==> config.mk <==
export PLATFORM = sky130hd
export DESIGN_NAME = bsg_mul_op_sequencer
export DESIGN_NICKNAME = d
export VERILOG_FILES = /design/src/rtl/bsg_mul_op_pkg.sv /design/src/rtl/bsg_mul_result_format.sv /design/src/rtl/bsg_mul_op_sequencer.sv
export SDC_FILE = /design/constraint.sdc
export NUM_CORES = 1
export LEC_CHECK = 0
export BUFFER_PORTS_ARGS = -buffer_cell sky130_fd_sc_hd__buf_2
export CAP_MARGIN = 20
export CORE_MARGIN = 4
export CORE_UTILIZATION = 35
export CTS_BUF_LIST = sky130_fd_sc_hd__clkbuf_2
export DETAILED_ROUTE_END_ITERATION = 12
export PLACE_DENSITY = 0.58
export RECOVER_POWER = 100
export SETUP_SLACK_MARGIN = 0.05
export SLEW_MARGIN = 20
export SYNTH_ARGS = -nofsm -noshare
export SYNTH_HDL_FRONTEND = slang
export SYNTH_HIERARCHICAL = 1
export SYNTH_SLANG_ARGS = --single-unit
==> constraint.sdc <==
create_clock -name clk_i -period 9.1 [get_ports clk_i]
set_input_delay 0.91 -clock clk_i [delete_from_list [all_inputs] [get_ports clk_i]]
set_output_delay 0.91 -clock clk_i [all_outputs]
set_load 0.03 [all_outputs]
==> src/rtl/bsg_mul_op_pkg.sv <==
// ============================================================================
// bsg_mul_op_pkg : op codes and sequencer states for bsg_mul_op_sequencer
// Rev 1.0
// ============================================================================
`default_nettype none

package bsg_mul_op_pkg;

  localparam int OP_WIDTH    = 3;
  localparam int STATE_WIDTH = 3;

  typedef enum logic [OP_WIDTH-1:0] {
    eMul    = 3'd0,
    eMulh   = 3'd1,
    eMulhsu = 3'd2,
    eMulhu  = 3'd3,
    eMulw   = 3'd4
  } mul_op_e;

  typedef enum logic [STATE_WIDTH-1:0] {
    eIdle  = 3'd0,
    eIssue = 3'd1,
    eWait  = 3'd2,
    eFix   = 3'd3,
    eDone  = 3'd4
  } mul_state_e;

  // Mulhsu runs unsigned on the core and is corrected afterwards.
  function automatic logic core_signed(input mul_op_e op);
    return (op == eMulh) || (op == eMulw);
  endfunction

endpackage

`default_nettype wire

==> src/rtl/bsg_mul_result_format.sv <==
// ============================================================================
// bsg_mul_result_format : selects/corrects the architectural result from a full product
// Rev 1.0
// ============================================================================
`default_nettype none

module bsg_mul_result_format
  import bsg_mul_op_pkg::*;
#(
  parameter int width_p = 64
) (
  input  mul_op_e                  op_i,
  input  logic [2*width_p-1:0]     product_i,
  input  logic                     opA_sign_i,
  input  logic [width_p-1:0]       opB_i,
  output logic [width_p-1:0]       result_o
);

  localparam int HALF = width_p / 2;

  logic [width_p-1:0] prod_hi;
  logic [width_p-1:0] prod_lo;
  logic [width_p-1:0] prod_word;
  logic [width_p-1:0] correction;

  always_comb begin
    prod_hi    = product_i[2*width_p-1:width_p];
    prod_lo    = product_i[width_p-1:0];
    prod_word  = {{HALF{product_i[HALF-1]}}, product_i[HALF-1:0]};
    // Unsigned rs2 times signed rs1: a negative rs1 was seen as rs1 + 2^width_p.
    correction = opA_sign_i ? opB_i : '0;
  end

  always_comb begin
    result_o = prod_lo;
    case (op_i)
      eMul:           result_o = prod_lo;
      eMulh, eMulhu:  result_o = prod_hi;
      eMulhsu:        result_o = prod_hi - correction;
      eMulw:          result_o = prod_word;
      default:        result_o = prod_lo;
    endcase
  end

endmodule

`default_nettype wire

==> src/rtl/bsg_mul_op_sequencer.sv <==
// ============================================================================
// bsg_mul_op_sequencer : issues M-extension multiplies to an iterative core and formats results
// Rev 1.0
// ============================================================================
`default_nettype none

module bsg_mul_op_sequencer
  import bsg_mul_op_pkg::*;
#(
  parameter int width_p = 64
) (
  input  logic                    clk_i,
  input  logic                    reset_i,

  output logic                    ready_o,
  input  logic                    v_i,
  input  logic [2:0]              op_i,
  input  logic [width_p-1:0]      opA_i,
  input  logic [width_p-1:0]      opB_i,

  output logic [width_p-1:0]      result_o,
  output logic                    v_o,
  input  logic                    yumi_i,

  input  logic                    core_ready_i,
  output logic                    core_v_o,
  output logic [width_p-1:0]      core_opA_o,
  output logic [width_p-1:0]      core_opB_o,
  output logic                    core_signed_o,
  input  logic [2*width_p-1:0]    core_result_i,
  input  logic                    core_v_i,
  output logic                    core_yumi_o
);

  localparam int HALF = width_p / 2;

  mul_state_e             state_q, state_d;
  mul_op_e                op_q, op_d;
  logic [width_p-1:0]     opa_q, opa_d;
  logic [width_p-1:0]     opb_q, opb_d;
  logic [2*width_p-1:0]   prod_q, prod_d;
  logic [width_p-1:0]     fix_q, fix_d;

  logic [width_p-1:0]     fmt_result;

  bsg_mul_result_format #(
    .width_p (width_p)
  ) u_format (
    .op_i       (op_q),
    .product_i  (prod_q),
    .opA_sign_i (opa_q[width_p-1]),
    .opB_i      (opb_q),
    .result_o   (fmt_result)
  );

  always_ff @(posedge clk_i or posedge reset_i) begin
    if (reset_i) begin
      state_q <= eIdle;
      op_q    <= eMul;
      opa_q   <= '0;
      opb_q   <= '0;
      prod_q  <= '0;
      fix_q   <= '0;
    end else begin
      state_q <= state_d;
      op_q    <= op_d;
      opa_q   <= opa_d;
      opb_q   <= opb_d;
      prod_q  <= prod_d;
      fix_q   <= fix_d;
    end
  end

  always_comb begin
    state_d     = state_q;
    op_d        = op_q;
    opa_d       = opa_q;
    opb_d       = opb_q;
    prod_d      = prod_q;
    fix_d       = fix_q;
    ready_o     = 1'b0;
    core_v_o    = 1'b0;
    core_yumi_o = 1'b0;
    v_o         = 1'b0;

    case (state_q)
      eIdle: begin
        ready_o = 1'b1;
        if (v_i) begin
          op_d    = mul_op_e'(op_i);
          opa_d   = opA_i;
          opb_d   = opB_i;
          state_d = eIssue;
        end
      end
      eIssue: begin
        core_v_o = 1'b1;
        if (core_ready_i) begin
          state_d = eWait;
        end
      end
      eWait: begin
        core_yumi_o = core_v_i;
        if (core_v_i) begin
          prod_d  = core_result_i;
          state_d = (op_q == eMulhsu) ? eFix : eDone;
        end
      end
      eFix: begin
        fix_d   = fmt_result;
        state_d = eDone;
      end
      eDone: begin
        v_o = 1'b1;
        if (yumi_i) begin
          state_d = eIdle;
        end
      end
      default: begin
        state_d = eIdle;
      end
    endcase
  end

  // Word ops present the low halves sign-extended so the core sees 32x32 signed.
  always_comb begin
    core_signed_o = core_signed(op_q);
    if (op_q == eMulw) begin
      core_opA_o = {{HALF{opa_q[HALF-1]}}, opa_q[HALF-1:0]};
      core_opB_o = {{HALF{opb_q[HALF-1]}}, opb_q[HALF-1:0]};
    end else begin
      core_opA_o = opa_q;
      core_opB_o = opb_q;
    end
  end

  assign result_o = (op_q == eMulhsu) ? fix_q : fmt_result;

endmodule

`default_nettype wire

==> out/metrics.csv, run 1 <==
stage,metric,value,unit
outcome,status,"finished, violations left",
outcome,failed_checks,"capacitance limit, slew limit",
global_route,antenna_found_initial,2,
worst_setup_path,crit-reg2reg-launch,state_q[0]$_DFFE_PP0P_,
detailed_routing,remaining_drc_errors,0,
worst_setup_path,path_class,reg2out,
floorplanning,placement_rows,86,
global_route,grtUsageTotal,23.1,%
clock_network,ctsResizeCount,0,
sta,max_slew.worst_pin.slew,4.19,ns
floorplanning,floorplan.core_area,0.0553,mm2
placed_design,dp.cells,3001,
detailed_routing,drtIter0Drc,978,
hold_path,hold_depth,2,
sta,grt_setup_unrepaired,false,
synthesis,synthesis.instances,1958,
synthesis,yosysTopAreaCell,sky130_fd_sc_hd__dfrtp_1,
sta,fin_crit_sh,87.2,%
sta,fmax,126,MHz
sta,report.final.setup_viol,0,
worst_setup_path,worst_ep_arrival_time,7.03,ns
worst_setup_path,critPathRequiredTime,8.19,ns
synthesis,ys_seq_area_share,41.6,%
sta,final-max-slew-violation-count,652,
clock_network,cts_buffer_depth,3,
layout,layout.nets,2945,
worst_setup_path,critical_path.max_fanout,38,
clock_network,clock_tree.root_cell,sky130_fd_sc_hd__clkbuf_2,
synthesis,synth_warn,6,
placed_design,hpwl_after_detailed_placement,47900,um
synthesis,post_synth_main_area_contributors,"sky130_fd_sc_hd__dfrtp_1 (42%), sky130_fd_sc_hd__mux2_2 (13%), sky130_fd_sc_hd__nand2_1 (6.2%)",
placed_design,gp_congestion,0.896,
global_route,grt_first_pass_wirelength,109000,um
hold_path,critical_hold_path_startpoint,core_result_i[28],
clock_network,worstSkewPairLatency,1.12,ns
detailed_routing,antenna_left,0,
global_route,final_global_route_overflow_total,0,
clock_network,post-cts-setup-buffer-count,0,
detailed_routing,detail_route.wl_per_cell,20.6,um
clock_network,clock-sinks,326,
synthesis,netlist_area,0.0196,mm2
layout,mostFrequentLayoutCell,sky130_fd_sc_hd__nand2_1,
floorplanning,die_w,245,um
worst_setup_path,critical_path.startpoint,opa_q[63]$_DFFE_PP0P_,
clock_network,cts_tree,built,
floorplanning,die_y,245,um
detailed_routing,finalWirelength,70600,um
clock_network,cts.reportedPaths.clkPinSlew,0.11,ns
layout,final_cell_mix,"sky130_fd_sc_hd__nand2_1 (326), sky130_fd_sc_hd__dfrtp_1 (325), sky130_fd_sc_hd__buf_2 (272)",
layout,drive_above_1_share,24.9,%
clock_network,holdBufCountCts,253,
floorplanning,dieArea,0.0599,mm2
synthesis,synth_cell_type_count,75,
synthesis,synth_top_cell_area_share,41.6,%
detailed_routing,drtPass1Iterations,5,
clock_network,cts_made_buffers,92,
synthesis,synth_edf_count,0,
synthesis,synth-seq-cells,326,
worst_setup_path,worstSetupEndpointType,output port,
synthesis,synth.net_count,2302,
layout,finalNonFillerCells,3422,
flow_run,maxCapViolations,11,
synthesis,ys_async_sr_fraction,100,%
floorplanning,io_pins,462,
placed_design,port-buffer-count,461,
sta,timing.slew.headroom,-179,%
detailed_routing,viasPerCell,5.18,
sta,tns,0,ns
worst_setup_path,worst_r2r_path_depth,4,
detailed_routing,via_count,17700,
global_route,first_global_vias,18800,
hold_path,worst_hold_path_type,in2reg,
sta,finalWorstPathRequiredPeriod,7.94,ns
floorplanning,initial_core_util,35.5,%
clock_network,cts_max_level,3,
global_route,grt_max_degree,144,
sta,final_number_of_hold_violating_endpoints,0,
synthesis,ys.flop_type,sky130_fd_sc_hd__dfrtp_1,
layout,areaGrowthSynthToFinish,27.9,%
worst_setup_path,crit_path_start_kind,flop,
synthesis,syn_avg_cell_area,10.0,um2
sta,finClkSkew,0.149,ns
==> registers in the layout (all words and copies together) (netlist names) <==
register,flops
op_q,3
prod_q,128
fix_q,64
opb_q,64
state_q,3
opa_q,64
==> path summary, 6_finish.rpt <==
kind                                     endpoint  slack (ns)
max reg2reg                 opa_q[31]$_DFFE_PP0P_        2.30
min in group asynchronous    fix_q[7]$_DFFE_PP0N_        1.76
max in group asynchronous   opb_q[48]$_DFFE_PP0P_        2.29
min                        prod_q[28]$_DFFE_PP0P_        0.17
max                                  result_o[62]        1.16
min reg2reg                  opa_q[0]$_DFFE_PP0P_        0.49
==> worst max-delay path, cell delays in order, from the launching register on <==
cell	delay [ns]
sky130_fd_sc_hd__dfrtp_1	1.13
sky130_fd_sc_hd__buf_4	0.59
sky130_fd_sc_hd__nand2_1	0.13
sky130_fd_sc_hd__ha_1	0.37
sky130_fd_sc_hd__nor2b_1	0.22
sky130_fd_sc_hd__o2111ai_1	0.21
sky130_fd_sc_hd__a21oi_1	0.27
sky130_fd_sc_hd__a21oi_1	0.20
sky130_fd_sc_hd__a21o_1	0.29
sky130_fd_sc_hd__o31ai_1	0.79
sky130_fd_sc_hd__a21oi_1	0.37
sky130_fd_sc_hd__o31ai_1	0.40
sky130_fd_sc_hd__xnor2_1	0.13
sky130_fd_sc_hd__o22ai_1	0.21
sky130_fd_sc_hd__nand2_1	0.08
sky130_fd_sc_hd__nand2_1	0.13
sky130_fd_sc_hd__clkbuf_1	0.36
==> cells in the mapped netlist (all sizes together) (4+ instances only) <==
cell type	number
nand2b	7
o22ai	27
a41oi	4
a21o	83
and2	6
or3	4
xor2	19
o211ai	4
o21a	6
a31oi	9
nand2	326
nor2b	10
nand4	22
xnor2	38
and3	7
inv	26
buf	114
clkbuf	72
ha	78
o21bai	14
a22oi	38
a21oi	122
a211oi	7
mux2	322
nand3	15
nor3b	5
nor2	91
nor3	10
o21ai	79
o2bb2ai	5
a221oi	13
dfrtp	326
==> logic make-up (layout without fill, tap and decap cells) <==
kind of cell	Yosys count	after routing	share of synthesized area, %
and+or+nand+nor	513	513	11.1
AOI/OAI and AO/OA	445	445	15.0
DFF	326	326	41.6
muxes	324	324	18.6
buffers and inverters	214	927	6.00
adders and majority gates	79	79	5.08
xor gates and xnor gates	57	57	2.55
other	0	3	0
==> layout make-up <==
class	count	area [um2]
Fill cell	5394	30200
Tap cell	748	936
Sequential cell	326	8160
Clock buffer	134	671
Timing Repair Buffer	735	4750
Clock inverter	30	210
Antenna cell	3	7.51
Inverter	28	109
Multi-Input combinational cell	1418	10200
==> routing by layer <==
| metal | global-route usage, % | wire [um] | vias up |
|---|---|---|---|
| met5 | 0 | 0 | - |
| met4 | 8.99 | 2320 | 0 |
| met3 | 5.41 | 4460 | 134 |
| met2 | 38.2 | 33200 | 658 |
| met1 | 29.5 | 30600 | 8675 |
| li1 | - | - | 8253 |
==> through the flow <==
step	setup WS [ns]	util, %	instance area, um2	hold slack, ns
after CTS	1.69	46.0	25400	0.00362
final	1.16	45.3	25100	0.174
after detailed placement	3.05	39.8	22000	0.471
after global placement	3.21	39.8	22000	0.465
after floorplan	3.84	-	19600	0.453
after global routing	0.731	45.3	25100	0.0510
Power of run 1 is not shown: default switching activity piles up to over one toggle a cycle in this logic, so the estimate is an artifact.
==> run 2: changes to the inputs <==
==> constraint.sdc (replaced) <==
create_clock -name clk_i -period 6.6 [get_ports clk_i]
set_input_delay 0.66 -clock clk_i [delete_from_list [all_inputs] [get_ports clk_i]]
set_output_delay 0.66 -clock clk_i [all_outputs]
set_load 0.03 [all_outputs]
==> out/metrics.csv, run 2 (synthesis gave the netlist of run 1 again) <==
stage,metric,value,unit
sta,final_number_of_hold_violating_endpoints,0,
detailed_routing,finalWirelength,70900,um
clock_network,cts_buffer_depth,3,
global_route,grtUsageTotal,23.1,%
worst_setup_path,path_class,reg2out,
sta,max_slew.worst_pin.slew,4.01,ns
placed_design,port-buffer-count,461,
clock_network,clock-sinks,326,
global_route,grt_first_pass_wirelength,109000,um
sta,final-max-slew-violation-count,645,
worst_setup_path,most_used_cell_along_the_critical_path,sky130_fd_sc_hd__nand2_1,
worst_setup_path,worstSetupEndpointType,output port,
layout,drive_above_1_share,26.0,%
floorplanning,floorplan.core_area,0.0553,mm2
clock_network,clock_tree.root_cell,sky130_fd_sc_hd__clkbuf_2,
sta,finClkSkew,0.106,ns
sta,finalWorstPathRequiredPeriod,6.14,ns
sta,fin_crit_sh,93.1,%
clock_network,cts_made_buffers,92,
worst_setup_path,worst_r2r_path_depth,5,
floorplanning,die_y,245,um
sta,fmax,163,MHz
hold_path,worst_hold_path_type,in2reg,
layout,final_cell_mix,"sky130_fd_sc_hd__nand2_1 (326), sky130_fd_sc_hd__dfrtp_1 (324), sky130_fd_sc_hd__dlygate4sd3_1 (279)",
worst_setup_path,crit_family,compound AO/OA/AOI/OAI gates,
worst_setup_path,crit_cells,15,
layout,areaGrowthSynthToFinish,29.7,%
worst_setup_path,worstPathCellList,buf_12 -> nand2_1 -> ha_1 -> a21oi_1 -> a21bo_2 -> a31oi_1 -> o41ai_4 -> a31o_1 -> a21oi_2 -> o31a_1 -> mux2_4 -> a211oi_1 -> nand2_1 -> nand2_1 -> clkbuf_2,
sta,grt_setup_unrepaired,false,
worst_setup_path,critPathRequiredTime,5.94,ns
layout,largest-register,prod_q,
placed_design,gp_congestion,0.923,
floorplanning,io_pins,462,
sta,tns,0,ns
global_route,grt_max_degree,156,
worst_setup_path,crit_path_max_incr_delay,0.65,ns
layout,mostFrequentLayoutCell,sky130_fd_sc_hd__nand2_1,
clock_network,cts.reportedPaths.clkPinSlew,0.10,ns
floorplanning,placement_rows,86,
sta,timing.slew.headroom,-167,%
layout,layout.nets,2974,
hold_path,hold_depth,3,
worst_setup_path,critical_path.n_buffers_inverters,2,
sta,report.final.setup_viol,0,
detailed_routing,via_count,17900,
detailed_routing,detail_route.wl_per_cell,20.5,um
layout,finish.utilization,46.0,%
floorplanning,die_w,245,um
clock_network,worstSkewPairLatency,1.11,ns
worst_setup_path,worst_ep_arrival_time,5.48,ns
worst_setup_path,critical_path.max_fanout,23,
outcome,status,"finished, violations left",
global_route,final_global_route_overflow_total,0,
global_route,antenna_found_initial,4,
worst_setup_path,crit_path_start_kind,flop,
worst_setup_path,critPathSlowestCell,sky130_fd_sc_hd__dfrtp_4,
floorplanning,initial_core_util,35.5,%
floorplanning,dieArea,0.0599,mm2
outcome,failed_checks,"capacitance limit, slew limit",
placed_design,hpwl_after_detailed_placement,48100,um
clock_network,cts_tree,built,
detailed_routing,remaining_drc_errors,0,
clock_network,cts_max_level,3,
detailed_routing,antenna_left,0,
detailed_routing,drtIter0Drc,995,
global_route,first_global_vias,19100,
layout,largest_register_ff_count,128,
flow_run,maxCapViolations,8,
detailed_routing,viasPerCell,5.17,
detailed_routing,drtPass1Iterations,5,
-- run 2: changes by cell type in the layout (fill, tap and decap cells not counted), moves of 3 or more --
cell,before,now
sky130_fd_sc_hd__buf_4,10,13
sky130_fd_sc_hd__clkbuf_1,196,170
sky130_fd_sc_hd__clkbuf_2,136,160
sky130_fd_sc_hd__clkinv_1,21,24
sky130_fd_sc_hd__dlygate4sd3_1,253,279
sky130_fd_sc_hd__mux2_1,102,99
sky130_fd_sc_hd__mux2_2,219,222
-- run 2: path summary, 6_finish.rpt --
kind / start / endpoint / slack, ns
max: opa_q[63]$_DFFE_PP0P_ / result_o[57] / 0.46
min: opB_i[11] / opb_q[11]$_DFFE_PP0P_ / 0.30
max reg2reg: state_q[0]$_DFFE_PP0P_ / opa_q[31]$_DFFE_PP0P_ / 0.78
min reg2reg: opa_q[3]$_DFFE_PP0P_ / opa_q[3]$_DFFE_PP0P_ / 0.50
max in group asynchronous: reset_i / opb_q[35]$_DFFE_PP0P_ / 1.71
min in group asynchronous: reset_i / op_q[1]$_DFFE_PP0P_ / 0.36
-- run 2: routing by layer --
| layer | vias up | global-route usage (%) | share of wire [%] |
|---|---|---|---|
| met5 | - | 0 | 0 |
| met4 | 0 | 7.97 | 2.8 |
| met3 | 115 | 5.35 | 6.5 |
| met2 | 638 | 38.4 | 48 |
| met1 | 8797 | 29.6 | 43 |
| li1 | 8313 | - | - |
-- run 2: what timing repair did --
action / 4_1_cts / 5_1_grt
setup buffers: 0 / 2
hold buffers: 279 / 0
pin swaps: 0 / 1
gates cloned: 0 / 0
gates resized for setup: 1 / 3
setup endpoints to repair: 7 / 17
hold endpoints to repair: 288 / 0
-- run 2: stage by stage --
stage / cells / instance area, um2 / hold slack, ns / worst slack, ns
2_1_floorplan: 1958 / 19600 / 0.453 / 1.59
3_3_place_gp: 3003 / 22000 / 0.463 / 1.28
3_5_place_dp: 3003 / 22000 / 0.473 / 1.17
6_report: 3455 / 25400 / 0.304 / 0.458
5_1_grt: 3453 / 25400 / 0.190 / 0.0363
4_1_cts: 3448 / 25700 / 0.0660 / 0.0736
-- run 2: layout make-up --
class                      count  area, um2
fill                        5318      29900
tap                          748        936
inverter                      28        106
clock buffer                 133        666
antenna                        5       12.5
clock inverter                33        219
sequential                   326       8160
timing repair buffer         764       5050
multi-input combinational   1418      10300
-- run 2: worst reg2reg max path, cell delays in order (launching register included) --
cell                            delay, ns
sky130_fd_sc_hd__dfrtp_1             0.51
sky130_fd_sc_hd__nor4b_1             2.57
sky130_fd_sc_hd__clkbuf_2            1.59
sky130_fd_sc_hd__nand2_1             0.34
sky130_fd_sc_hd__o21ai_0             0.18
sky130_fd_sc_hd__dlygate4sd3_1       0.58
Power of run 2 is left out for the same reason.
==> run 3: changes to the inputs <==
--- a/config.mk
+++ b/config.mk
@@ -11,6 +11,7 @@
 export CORE_UTILIZATION = 35
 export CTS_BUF_LIST = sky130_fd_sc_hd__clkbuf_2
 export DETAILED_ROUTE_END_ITERATION = 12
+export MAX_ROUTING_LAYER = met4
 export PLACE_DENSITY = 0.58
 export RECOVER_POWER = 100
 export SETUP_SLACK_MARGIN = 0.05
==> out/metrics.csv, run 3 (synthesis gave the netlist of run 1 again) <==
stage,metric,value,unit
outcome,failed_checks,"capacitance limit, slew limit",
floorplanning,io_pins,462,
floorplanning,floorplan.core_area,0.0553,mm2
layout,drive_above_1_share,25.9,%
global_route,grt_max_degree,153,
clock_network,clock_tree.root_cell,sky130_fd_sc_hd__clkbuf_2,
clock_network,worstSkewPairLatency,1.08,ns
clock_network,cts_max_level,3,
global_route,antenna_found_initial,4,
detailed_routing,viasPerCell,5.20,
worst_setup_path,most_used_cell_along_the_critical_path,sky130_fd_sc_hd__nand2_1,
floorplanning,dieArea,0.0599,mm2
sta,timing.slew.headroom,-163,%
global_route,grt_first_pass_wirelength,108000,um
worst_setup_path,path_class,reg2out,
layout,final_cell_mix,"sky130_fd_sc_hd__nand2_1 (326), sky130_fd_sc_hd__dfrtp_1 (324), sky130_fd_sc_hd__buf_2 (267)",
outcome,status,"finished, violations left",
placed_design,port-buffer-count,461,
layout,layout.nets,2956,
worst_setup_path,critPathRequiredTime,5.94,ns
flow_run,maxCapViolations,8,
layout,areaGrowthSynthToFinish,28.8,%
worst_setup_path,crit_path_start_kind,flop,
sta,final-max-slew-violation-count,662,
detailed_routing,detail_route.wl_per_cell,20.5,um
global_route,first_global_vias,18900,
worst_setup_path,critical_path.startpoint,opa_q[63]$_DFFE_PP0P_,
floorplanning,initial_core_util,35.5,%
clock_network,cts_buffer_depth,3,
sta,fin_crit_sh,93.3,%
sta,tns,0,ns
floorplanning,placement_rows,86,
worst_setup_path,worstPathCellList,buf_16 -> nand2_1 -> ha_1 -> a21oi_1 -> a21bo_2 -> a31oi_1 -> o41ai_4 -> a31o_2 -> a21oi_1 -> o31a_1 -> mux2_4 -> a211oi_1 -> nand2_1 -> nand2_1 -> clkbuf_2,
sta,final_number_of_hold_violating_endpoints,0,
layout,mostFrequentLayoutCell,sky130_fd_sc_hd__nand2_1,
detailed_routing,via_count,17800,
detailed_routing,antenna_left,0,
sta,report.final.setup_viol,0,
sta,finalWorstPathRequiredPeriod,6.16,ns
worst_setup_path,critical_path.max_fanout,19,
detailed_routing,drtPass1Iterations,5,
worst_setup_path,critPathSlowestCell,sky130_fd_sc_hd__dfrtp_4,
detailed_routing,finalWirelength,69900,um
global_route,grtUsageTotal,23.5,%
layout,largest_register_ff_count,128,
floorplanning,die_y,245,um
worst_setup_path,worstSetupEndpointType,output port,
hold_path,critical_hold_path_startpoint,opB_i[31],
hold_path,worst_hold_path_type,in2reg,
detailed_routing,remaining_drc_errors,0,
layout,flip_flop_and_latch_area,0.00816,mm2
global_route,final_global_route_overflow_total,0,
clock_network,cts.reportedPaths.clkPinSlew,0.10,ns
clock_network,cts_tree,built,
layout,largest-register,prod_q,
clock_network,cts_made_buffers,90,
layout,multi_input_area,0.0103,mm2
layout,layout.filler_cells,5399,
sta,grt_setup_unrepaired,true,
clock_network,clock-sinks,326,
sta,max_slew.worst_pin.slew,3.94,ns
worst_setup_path,crit-reg2reg-launch,state_q[0]$_DFFE_PP0P_,
detailed_routing,drtIter0Drc,1017,
sta,fmax,162,MHz
worst_setup_path,crit_path_max_incr_delay,0.61,ns
floorplanning,die_w,245,um
placed_design,hpwl_after_detailed_placement,47800,um
placed_design,gp_congestion,0.910,
worst_setup_path,worst_ep_arrival_time,5.50,ns
sta,finClkSkew,0.114,ns
==> run 3: changes by cell type in the layout (fill, tap and decap cells not counted), moves of 5 or more <==
cell                            change
sky130_fd_sc_hd__clkinv_1          -11
sky130_fd_sc_hd__buf_2              -7
sky130_fd_sc_hd__clkbuf_1           +5
sky130_fd_sc_hd__dlygate4sd3_1     -14
sky130_fd_sc_hd__clkbuf_2           -6
==> run 3: worst max-delay path, delay by kind of cell (launching register included) <==
kind | cells | cell delay (ns)
compound gates | 8 | 2.39
flops | 1 | 0.61
buf+inv | 2 | 0.44
simple gates | 3 | 0.35
fa+ha+maj | 1 | 0.33
mux | 1 | 0.31
==> run 3: worst paths after layout <==
path | to | depth (start not counted) | slack [ns]
worst min register to register | prod_q[37]$_DFFE_PP0P_ | 1 | 0.49
worst min-delay path | opb_q[31]$_DFFE_PP0P_ | 4 | 0.33
worst max-delay path | result_o[57] | 15 | 0.44
max in group asynchronous | opa_q[63]$_DFFE_PP0P_ | 4 | 1.15
min in group asynchronous | prod_q[69]$_DFFE_PP0P_ | 3 | 0.53
worst max register to register | opa_q[31]$_DFFE_PP0P_ | 5 | 1.41
==> run 3: final cells by class <==
cell class              instances  share of cell area [%]
well taps                     748                    3.71
inverters                      28                   0.421
diodes                          3                  0.0297
clock inverters                21                   0.783
repair buffers                748                    19.5
clock buffers                 127                    2.52
multi-input cells            1418                    40.7
flip-flops and latches        326                    32.3
==> run 3: per-stage QoR <==
stage	instances	cell area, um2	hold slack [ns]	setup WS [ns]	utilization, %
after global placement	3001	22000	0.465	1.06	39.8
after global routing	3419	25200	0.225	0.000445	45.6
after CTS	3414	25500	0.107	0.137	46.1
after floorplan	1958	19600	0.453	1.59	-
after detailed placement	3001	22000	0.469	1.06	39.8
final	3419	25200	0.332	0.443	45.6
==> run 3: routing by layer <==
metal	global-route usage (%)	share of wire, %	up-vias
li1	-	-	8245
met1	29.6	43	8719
met2	37.1	47	676
met3	5.42	6.5	130
met4	8.66	3.0	0
met5	-	0	-
==> run 3: repair_timing <==
action | 4_1_cts | 5_1_grt
endpoints found under the hold margin | 295 | 0
hold buffers | 265 | 0
buffers inserted | 0 | 1
resized for setup | 2 | 1
setup endpoints to repair | 5 | 12
Power of run 3 is left out for the same reason.
